**src/rtl/calc_sequencer.sv**
```systemverilog
// calc_sequencer: keypad-to-arithmetic-unit sequencer for a two-operand calculator.
// Ports: clock, reset (async high); key_code/key_valid in, key_ready out;
//        result in from the AU; x_bus, load_a/load_b/load_r/clear_au, add_sub out;
//        disp_sel (0 entry, 1 result) and err (sticky entry overflow) out.
module calc_sequencer (
    input  logic       clock,
    input  logic       reset,
    input  logic [3:0] key_code,
    input  logic       key_valid,
    input  logic [7:0] result,
    output logic       key_ready,
    output logic [7:0] x_bus,
    output logic       load_a,
    output logic       load_b,
    output logic       load_r,
    output logic       clear_au,
    output logic       add_sub,
    output logic       disp_sel,
    output logic       err
);
    typedef enum logic [2:0] {
        ENTER_A,
        OP_WAIT,
        ENTER_B,
        EXEC_B,
        EXEC_W,
        EXEC_R,
        SHOW
    } state_t;

    state_t      state;
    logic [7:0]  entry;
    logic [7:0]  res_q;
    logic [1:0]  count;
    logic        chain;
    logic        pend;
    logic        xres;
    logic        fresh;

    logic        busy;
    logic        chain_go;
    logic        accept;
    logic        is_dig;
    logic        is_op;
    logic        is_ce;
    logic        is_ca;
    logic        is_eq;
    logic [11:0] prod;
    logic        dig_ok;
    logic [7:0]  acc_entry;
    logic [1:0]  acc_count;
    logic        acc_err;
    logic [7:0]  res_view;

    always_comb begin
        busy      = (state == EXEC_B) || (state == EXEC_W) ||
                    (state == EXEC_R);
        // The automatic chained load_a owns the first SHOW cycle,
        // so no key is taken while it happens.
        chain_go  = (state == SHOW) && chain;
        key_ready = !busy && !chain_go;
        accept    = key_valid && key_ready;
        is_dig    = accept && (key_code <= 4'd9);
        is_op     = accept && ((key_code == 4'hA) ||
                               (key_code == 4'hB));
        is_ce     = accept && (key_code == 4'hC);
        is_ca     = accept && (key_code == 4'hD);
        is_eq     = accept && (key_code == 4'hE);
        prod      = ({4'h0, entry} * 12'd10) + {8'h00, key_code};
        dig_ok    = (count != 2'd3) && (prod <= 12'd255);
        acc_entry = dig_ok ? prod[7:0] : entry;
        acc_count = dig_ok ? count + 2'd1 : count;
        acc_err   = err | ~dig_ok;
        // result is valid in the first SHOW cycle but is only
        // captured at its end, so bypass it for that cycle.
        res_view  = fresh ? result : res_q;
        if ((state == SHOW) || ((state == OP_WAIT) && xres))
            x_bus = res_view;
        else
            x_bus = entry;
        load_a    = chain_go ||
                    (is_op && ((state == ENTER_A) || (state == SHOW)));
        load_b    = (state == EXEC_B);
        load_r    = (state == EXEC_R);
        clear_au  = is_ca;
    end

    always_ff @(posedge clock or posedge reset) begin
        if (reset) begin
            state    <= ENTER_A;
            entry    <= 8'h00;
            count    <= 2'd0;
            res_q    <= 8'h00;
            chain    <= 1'b0;
            pend     <= 1'b0;
            xres     <= 1'b0;
            fresh    <= 1'b0;
            add_sub  <= 1'b0;
            disp_sel <= 1'b0;
            err      <= 1'b0;
        end else begin
            if (fresh) begin
                res_q <= result;
                fresh <= 1'b0;
            end
            if (is_ca) begin
                state    <= ENTER_A;
                entry    <= 8'h00;
                count    <= 2'd0;
                res_q    <= 8'h00;
                chain    <= 1'b0;
                pend     <= 1'b0;
                xres     <= 1'b0;
                fresh    <= 1'b0;
                add_sub  <= 1'b0;
                disp_sel <= 1'b0;
                err      <= 1'b0;
            end else if (is_ce) begin
                entry <= 8'h00;
                count <= 2'd0;
                err   <= 1'b0;
            end else begin
                unique case (state)
                    ENTER_A: begin
                        if (is_dig) begin
                            entry <= acc_entry;
                            count <= acc_count;
                            err   <= acc_err;
                        end else if (is_op) begin
                            add_sub <= key_code[0];
                            entry   <= 8'h00;
                            count   <= 2'd0;
                            xres    <= 1'b0;
                            state   <= OP_WAIT;
                        end
                    end
                    OP_WAIT: begin
                        if (is_dig) begin
                            entry    <= acc_entry;
                            count    <= acc_count;
                            err      <= acc_err;
                            disp_sel <= 1'b0;
                            xres     <= 1'b0;
                            state    <= ENTER_B;
                        end else if (is_op) begin
                            add_sub <= key_code[0];
                        end
                    end
                    ENTER_B: begin
                        if (is_dig) begin
                            entry <= acc_entry;
                            count <= acc_count;
                            err   <= acc_err;
                        end else if (is_eq) begin
                            state <= EXEC_B;
                        end else if (is_op) begin
                            pend  <= key_code[0];
                            chain <= 1'b1;
                            state <= EXEC_B;
                        end
                    end
                    EXEC_B: state <= EXEC_W;
                    EXEC_W: state <= EXEC_R;
                    EXEC_R: begin
                        state    <= SHOW;
                        disp_sel <= 1'b1;
                        fresh    <= 1'b1;
                    end
                    SHOW: begin
                        if (chain) begin
                            add_sub <= pend;
                            chain   <= 1'b0;
                            entry   <= 8'h00;
                            count   <= 2'd0;
                            xres    <= 1'b1;
                            state   <= OP_WAIT;
                        end else if (is_dig) begin
                            entry    <= {4'h0, key_code};
                            count    <= 2'd1;
                            disp_sel <= 1'b0;
                            state    <= ENTER_A;
                        end else if (is_op) begin
                            add_sub <= key_code[0];
                            entry   <= 8'h00;
                            count   <= 2'd0;
                            xres    <= 1'b1;
                            state   <= OP_WAIT;
                        end
                    end
                    default: state <= ENTER_A;
                endcase
            end
        end
    end
endmodule
```
**config.mk**
```make
export PLATFORM = sky130hd
export DESIGN_NAME = calc_sequencer
export DESIGN_NICKNAME = d
export VERILOG_FILES = /design/src/rtl/calc_sequencer.sv
export SDC_FILE = /design/constraint.sdc
export NUM_CORES = 1
export LEC_CHECK = 0
export ABC_CLOCK_PERIOD_IN_PS = 7000
export CAP_MARGIN = 10
export CORE_AREA = 8 8 66 124
export DETAILED_ROUTE_END_ITERATION = 16
export DIE_AREA = 0 0 74 132
export GPL_ROUTABILITY_DRIVEN = 0
export PLACE_DENSITY = 0.66
export RECOVER_POWER = 100
export SLEW_MARGIN = 40
export SYNTH_ARGS = -nofsm -noshare
export SYNTH_HDL_FRONTEND = slang
export SYNTH_SLANG_ARGS = --single-unit
```
**constraint.sdc**
```tcl
create_clock -name clock -period 7 [get_ports clock]
set_input_delay 1.4 -clock clock [delete_from_list [all_inputs] [get_ports clock]]
set_output_delay 1.4 -clock clock [all_outputs]
set_load 0.02 [all_outputs]
```
==> metrics.md <==
| Metric | Value |
|---|---|
| Outcome | `complete, no violations` |
| PD cells | `464 nW/um^2` |
| Largest cells by area after synthesis | `dfrtp_1 (27%), mux2i_1 (8.9%), ha_1 (7.7%)` |
| Final instance area | `2970 um^2` |
| Post-synth EDFFs | `0` |
| WL final | `roughly 7800 um` |
| Final setup margin | `1.46 ns` |
| Fill count | `666` |
| Clock skew | `roughly 0.0022 ns` |
| Critical path type | `in2out` |
| Setup WS pre-CTS | `approximately 1.7 ns` |
| Share of the synthesized area in the top cell type | `27.0%` |
| Post-route setup TNS | `0 ns` |
| Layout net count | `351` |
| Worst min path class | `reg2reg` |
| Synth cell types | `67` |
| Synthesized cell area | `2590 um^2` |
| Maximum number of pins on one net before global-route repair | `29` |
| Clk buf depth | `2` |
| Initial core utilization | `between 30% and 40%` |
| H-tree levels | `1` |
| Vias in the first global route | `2552` |
| DRT antenna net count | `0` |
| CTS tree | `built` |
| MaxCap Viol Count | `0` |
| Leak | `around 1.4 nW` |
| I/O Pins | `31` |
| Hpwl dp | `6190 um` |
| Ant. Diodes | `0` |
| Core Area | `around 6600 um^2` |
| Clock latency on the worst-skew pair | `0.26 ns` |
| Period minus WS final | `5.54 ns` |
| Sink Count | `28` |
| Crit path DAT | `4.14 ns` |
| Worst Setup End Kind | `primary output` |
| Setup Fix Bufs, Post-CTS | `0` |
| TritonRoute pass-1 iters | `4` |
| Synth Area per Inst | `around 8.7 um^2` |
| Slew margin rel. | `21.8%` |
| Most common cell in the netlist | `nor2_1` |
| Die Y | `132 um` |
| Final period utilization | `approximately four fifths` |
| Post-synthesis sequential area ratio | `between 20% and 30%` |
| Area Overhead vs Synth | `14.6%` |
| Max-slew violation count | `0` |
| Number of core rows | `42` |
| Antenna violations before repair | `0` |
| Grt ovf | `0` |
| Syn nets | `331` |
| Root buf cell | `clkbuf_16` |
| CP required | `5.60 ns` |
| Worst-path clk slew | `0.07 ns` |
| Num CTS Buffers | `3` |
| Buffers on Ports | `30` |
| Post-CTS Hold Buffers | `0` |
| Area post-placement | `2950 um^2` |
| Post-synth top cells | `nor2_1 (35), dfrtp_1 (28), mux2i_1 (23)` |
| Ys async rst share | `100%` |
| Max Fclk | `0.181 GHz` |
| Setup violators final | `0` |
| First-pass GRT wire length | `12800 um` |
| Fin util | `45.3%` |
| Vias per std cell | `~5.8` |
| Die Width | `74 um` |
| Routed WL per cell | `19.2 um` |
| Synth Warn # | `0` |
| Total die area | `9770 um^2` |
| Synth area leader | `dfrtp_1` |
| RSZ-0062 raised after global routing | `no` |
| Initial drt markers | `142` |
| Seq cells post-synth | `28` |
| Worst VDD drop | `about 180 uV` |
| DRC | `0` |
| # resized after CTS | `0` |
| Crit start category | `input pin` |
| Global Route Usage Sum | `approximately 17%` |
| Layout cells sized above 1 | `7.57%` |
| Mapped Cells | `298` |
| Actual slew at the worst max-slew pin | `1.17 ns` |
| Worst-path maximum fanout | `14` |
| Routed via count | `2358` |
| Hold Vio Cnt, Final | `0` |
| Ys flop type | `dfrtp_1` |
-- flip-flops by register name, summed over array words and instances, names as in the netlist --
register,flops
state,3
chain,1
err,1
pend,1
entry,8
fresh,1
count,2
add_sub,1
disp_sel,1
res_q,8
xres,1
-- worst max-delay path, cell delays in order --
cell,delay (ns)
dlygate4sd3_1,0.81
nor2b_1,0.22
and4_1,0.37
nand2_1,0.19
inv_1,0.40
dlygate4sd3_1,0.75
-- layer usage --
metal | track usage, % | share of wire, %
met2 | 32.5 | 60
met3 | 2.21 | 2.3
met4 | 9.64 | 5.1
met1 | 15.0 | 33
met5 | 0 | 0
-- path summary, 6_finish.rpt --
kind / endpoint / depth (start not counted) / from / slack (ns)
min in group asynchronous: add_sub / 2 / reset / 1.85
max in group asynchronous: res_q[6] / 2 / reset / 4.51
setup / recovery: clear_au / 6 / key_code[2] / 1.46
hold / removal: count[1] / 1 / count[1] / 0.50
hold reg to reg: count[1] / 1 / count[1] / 0.50
setup reg to reg: entry[3] / 11 / entry[3] / 3.57
-- per-stage QoR --
step / hold WS (ns) / std cells / total power [mW]
after floorplan: 0.470 / 298 / 0.994
after global placement: 0.483 / 401 / 1.26
after detailed placement: 0.504 / 401 / 1.27
after CTS: 0.506 / 405 / 1.42
after global routing: 0.531 / 405 / 1.48
final: 0.500 / 405 / 1.38
-- power breakdown --
group | internal, mW | total (mW) | switching [mW]
registers | 0.228 | 0.325 | 0.0966
logic | 0.362 | 0.916 | 0.554
clock network | 0.0875 | 0.141 | 0.0530
-- kinds of logic (layout without fill, tap and decap cells) --
group                      after synthesis  after routing  synth area share (%)
and+or+nand+nor                         98             98                  19.6
AOI/OAI and AO/OA                       89             89                  26.6
muxes                                   23             23                  8.87
adders and majority gates               18             18                  9.26
buffers and inverters                   33             52                  5.30
DFF                                     28             28                  27.0
xor gates and xnor gates                 9              9                  3.33
-- layout by cell type (no fill, tap or decap), drive strengths merged, types with 2 or more instances in the layout --
cell and n:
nand3 9, inv 18, a32oi 3, xor2 6, and4 2, and2 2, o22ai 3, ha 16
nand3b 2, dfrtp 28, nand4 6, a22oi 2, clkbuf 4, mux2i 23, a311oi 2, a31oi 5
nand2 22, nor2 37, o2bb2ai 4, o211ai 3, nor3 2, o21ai 19, nand2b 7, a21oi 24
a211oi 4, clkdlybuf4s50 14, o32a 2, dlygate4sd3 16, nor2b 3, o31ai 2, o21a 2, a21o 4
xnor2 3, fa 2
-- final cells by class --
cell class / instances / area, um^2 / area share (%)
well taps: 88 / 110 / 3.70
flip-flops and latches: 28 / 701 / 23.6
clock buffers: 4 / 88.8 / 2.99
inverters: 18 / 67.6 / 2.27
repair buffers: 30 / 300 / 10.1
multi-input cells: 237 / 1710 / 57.4
No activity file was read; power rests on OpenSTA's default activity.
==> patch 1, RTL diff (config.mk and constraints unchanged) <==
Make the reset (`reset`) synchronous in one clocked block. Comments in the files are not updated.
--- a/src/rtl/calc_sequencer.sv
+++ b/src/rtl/calc_sequencer.sv
@@ -85,7 +85,7 @@
         clear_au  = is_ca;
     end
 
-    always_ff @(posedge clock or posedge reset) begin
+    always_ff @(posedge clock) begin
         if (reset) begin
             state    <= ENTER_A;
             entry    <= 8'h00;
Function: differs if reset is asserted again (counterexample within 4 cycles, from zero or initial values and one cycle with reset high); with reset held inactive, the same outputs for 4 cycles.
==> patch 1 against the unedited design <==
  * Wire length decreased by 26%
  * Critical endpoint is now load_a
  * Highest routed layer unchanged
  * Setup slack improved by 0.54 ns
  * Sequential cell count unchanged
  * Final area shrank 12%
  * Synthesized cell count fell by 15%
  * Global-route usage shrank 4.4 points
  * Core utilization is 5.7 points lower
  * Synthesized area is 16% lower
  * Hold slack got worse by 0.034 ns
Power is not compared: it rests on default switching activity, and its combinational part moved more than twofold at a synthesized area within 25%.
==> patch 1: results (changes against the unedited design) <==
Slew @ Worst Pin -> 0.9393 ns (-0.2281 ns)
Status -> finished, final reports clean
NumNets Final -> 309 (-12%)
DP HPWL -> 4603 um (-26%)
Drt total wl -> 5765 um (-26%)
Commonest cells in the netlist -> dfxtp_1, nor2_1, a21oi_1, ha_1, nand2_1
Drt pass-1 iters -> 5 (+1)
Vias in the first global route -> 1987 (-22%)
Largest net degree at the start of global routing -> 23 (-21%)
First-pass GRT wire length -> 9328 um (-27%)
GRT met3 Usage -> 1.601% (-0.61 points)
Largest fanout on the critical path -> 9 (-5)
Layout cells sized above 1 -> 9.818% (+2.2 points)
Worst EP arrival -> 3.60 ns (-0.54 ns)
Count of different cell masters after synthesis -> 56 (-16%)
Ys async rst share -> 0% (-100 points)
Clk pin slew, worst setup/hold paths -> 0.07 ns (about the same)
Vias per inst -> 5.482 (-5.8%)
Tot GR Track Use -> 12.27% (-4.4 points)
Global Route met1 Usage -> 11.47% (-3.5 points)
Dpl ws -> 2.101 ns (+0.3970 ns)
Met2 Use GR -> 21.90% (-11 points)
DRT iter0 DRCs -> 146 (+2.8%)
Final Skew -> 0.001201 ns (-0.001037 ns)
Largest cells by area after synthesis -> dfxtp_1, ha_1, mux2_2
Syn nets -> 286 (-14%)
Seq/Total Area, Yosys -> 25.64% (-1.4 points)
==> patch 1: stage by stage <==
step / total power, uW / instance area, sq um / hold WS, ns / std cells / utilization (%)
3_5_place_dp: 275.8 / 2524 / 0.4619 / 359 / 38.42
6_report: 442.4 / 2603 / 0.4662 / 363 / 39.62
2_1_floorplan: 240.7 / 2186 / 0.4614 / 253 / -
3_3_place_gp: 273.5 / 2524 / 0.4588 / 359 / 38.42
5_1_grt: 463.3 / 2603 / 0.4901 / 363 / 39.62
4_1_cts: 450.0 / 2629 / 0.4770 / 363 / 40.02
==> patch 1: cells by family (layout without fill, tap and decap cells) <==
family	Yosys count	in the layout	synth area share, %
AND/OR/NAND/NOR	88	88	22.15
AO/OA/AOI/OAI	73	73	24.10
flip-flops	28	28	25.64
buffers and inverters	19	41	4.522
adder cells (fa/ha/maj)	18	18	10.99
multiplexers	16	16	8.185
XOR/XNOR	11	11	4.407
==> patch 1: worst paths after layout <==
check | from | endpoint | slack, ns | cells after the start
setup / recovery | key_valid | load_a | 2.00 | 7
hold / removal | err | err | 0.47 | 2
setup reg to reg | entry[1] | entry[1] | 3.77 | 10
hold reg to reg | err | err | 0.47 | 2
==> patch 1: metal layers <==
metal	routed length (um)	part of all wire, %
met4	309	5.4
met5	0	0
met1	2047	36
met2	3186	55
met3	222	3.9
==> patch 1: power by group <==
group	internal, uW	switching (uW)
Sequential	165	8.85
Clock	114	59.9
Combinational	42.9	52.0
Total	322	121
==> patch 1: cell type report <==
cell class / instances / area, sq um
clock buffers: 3 / 75.07
clock inverters: 1 / 30.03
fillers: 693 / 3966
inverters: 7 / 26.28
multi-input cells: 206 / 1500
flip-flops and latches: 28 / 560.5
well taps: 88 / 110.1
repair buffers: 30 / 300.3
==> patch 1: worst max-delay path: stages <==
cell	delay, ns
dlygate4sd3_1	0.72
nand3_1	0.15
or2_0	0.35
nor3_1	0.19
a31oi_1	0.06
nor2_1	0.12
clkdlybuf4s50_1	0.61
==> patch 2, RTL diff (same settings) <==
Made on the original files. Encoding of `state_t`: now one-hot (7 bits for 7 states).
--- a/src/rtl/calc_sequencer.sv
+++ b/src/rtl/calc_sequencer.sv
@@ -18,14 +18,14 @@
     output logic       disp_sel,
     output logic       err
 );
-    typedef enum logic [2:0] {
-        ENTER_A,
-        OP_WAIT,
-        ENTER_B,
-        EXEC_B,
-        EXEC_W,
-        EXEC_R,
-        SHOW
+    typedef enum logic [6:0] {
+        ENTER_A = 7'b0000001,
+        OP_WAIT = 7'b0000010,
+        ENTER_B = 7'b0000100,
+        EXEC_B  = 7'b0001000,
+        EXEC_W  = 7'b0010000,
+        EXEC_R  = 7'b0100000,
+        SHOW    = 7'b1000000
     } state_t;
 
     state_t      state;
Function: same outputs for any inputs over 4 cycles, from zero or initial values and one cycle with reset high; so few cycles prove little.
==> patch 2 against the unedited design <==
  * The flow now finishes with violations (capacitance limit, slew limit)
  * Combinational power fell by 4.8%
  * Synthesized cell count rose by 12%
  * Sequential cell count rose by 4
  * Setup slack got worse by 0.29 ns
  * Critical endpoint unchanged
  * Clock power rose by 77%
  * Wire length rose by 4.6%
  * Final area rose by 7.3%
  * Power rose by 5.0%
  * Largest power group unchanged
  * Synthesized area rose by 6.4%
  * Sequential power rose by 2%
  * Critical path depth did not move
==> patch 2: results (changes against the unedited design) <==
Worst EP arrival -> 4.43 ns (+0.29 ns)
Count of different cell masters after synthesis -> 65 (-3.0%)
Largest net degree at the start of global routing -> 33 (+14%)
Area share of fa/ha/maj cells after synthesis -> 8.704% (-0.55 points)
Final Skew -> 0.005474 ns (+0.003235 ns)
Maximum vdd drop -> 0.0001607 V (-10%)
Status -> finished, violations left
DRT iter0 DRCs -> 227 (+60%)
Largest fanout on the critical path -> 15 (+1)
Fill cell count -> 661 (-0.75%)
Lkg Pwr -> 0.001473 uW (+7.8%)
NumNets Final -> 385 (+9.7%)
DR vias -> 2609 (+11%)
Drt pass-1 iters -> 5 (+1)
Clk pin slew, worst setup/hold paths -> 0.05 ns (-0.02 ns)
Max-slew violation count -> 52 (+52)
Clk Latency, worst-skew pair -> 0.28 ns (+0.02 ns)
First-pass GRT wire length -> 13120 um (+2.9%)
Post-synthesis compound-gate area fraction -> 27.43% (+0.81 points)
XOR/XNOR Fraction of Synth Area -> 3.490% (+0.16 points)
Max transition margin -> -45.33% (-67 points)
Commonest cells in the netlist -> a21oi_1, nor2_1, dfrtp_1, nand2_1, o21ai_0
Post-synthesis mux area share -> 4.125% (-4.7 points)
Layout cells sized above 1 -> 5.949% (-1.6 points)
Vias in the first global route -> 2664 (+4.4%)
Failing checks -> capacitance limit, slew limit
Syn nets -> 367 (+11%)
Maxcap violations -> 2 (+2)
Drt total wl -> 8117 um (+4.6%)
Regs by FF count -> entry (8), res_q (8), state (7)
Seq/Total Area, Yosys -> 29.06% (+2.1 points)
Dpl ws -> 1.651 ns (-0.05343 ns)
==> patch 2: changes by cell type in the layout (fill, tap and decap cells not counted), moves of 4 or more <==
| cell | delta |
|---|---|
| nor3_1 | +7 |
| o21ai_0 | +6 |
| a22o_1 | +9 |
| mux2i_1 | -13 |
| and3_1 | +7 |
| nand2b_1 | -5 |
| a21oi_1 | +19 |
| a21oi_2 | -4 |
| nand2_1 | +4 |
| o22a_1 | +4 |
==> patch 2: cells by family (layout without fill, tap and decap cells) <==
family	count (synthesis)	in the layout
adder cells (fa/ha/maj)	18	18
multiplexers	11	11
flip-flops	32	32
XOR/XNOR	11	11
buffers and inverters	36	55
AO/OA/AOI/OAI	112	112
AND/OR/NAND/NOR	114	114
==> patch 2: area by class of cell <==
type                    instances  share of cell area, %
clock buffers                   6                  4.038
clock inverters                 2                  1.098
inverters                      16                  1.882
multi-input cells             266                  54.88
flip-flops and latches         32                  25.13
well taps                      88                  3.450
repair buffers                 31                  9.526
==> patch 2: worst paths after layout <==
path                       slack [ns]  depth (start not counted)        start       end
max in group asynchronous        3.77                          3        reset  disp_sel
hold reg to reg                  0.52                          1     count[1]  count[1]
setup reg to reg                 2.44                         12     entry[3]  count[1]
min in group asynchronous        2.20                          3        reset  res_q[5]
setup / recovery                 1.17                          6  key_code[2]  clear_au
hold / removal                   0.52                          1     count[1]  count[1]
==> patch 2: through the flow <==
| step | power (uW) | hold WS (ns) | cell area, sq um | std cells | util, % |
|---|---|---|---|---|---|
| 5_1_grt | 1567 | 0.5485 | 3192 | 441 | 48.59 |
| 3_5_place_dp | 1227 | 0.5052 | 3077 | 433 | 46.84 |
| 4_1_cts | 1477 | 0.5186 | 3241 | 441 | 49.33 |
| 6_report | 1451 | 0.5168 | 3192 | 441 | 48.59 |
| 2_1_floorplan | 1000 | 0.4774 | 2760 | 334 | - |
| 3_3_place_gp | 1220 | 0.4929 | 3077 | 433 | 46.84 |
==> patch 2: per-layer routing <==
layer  up-vias  global-route usage (%)  wire length, um
li1       1250                       -                -
met1      1258                   16.18             2771
met2        69                   31.99             4655
met3        32                   1.905              202
met4         0                   13.34              487
met5         -                       0                0
==> patch 2: power by group <==
part	internal (uW)	switching [uW]	total [uW]
clock network	167	81.6	249
logic	355	516	872
registers	252	78.6	330
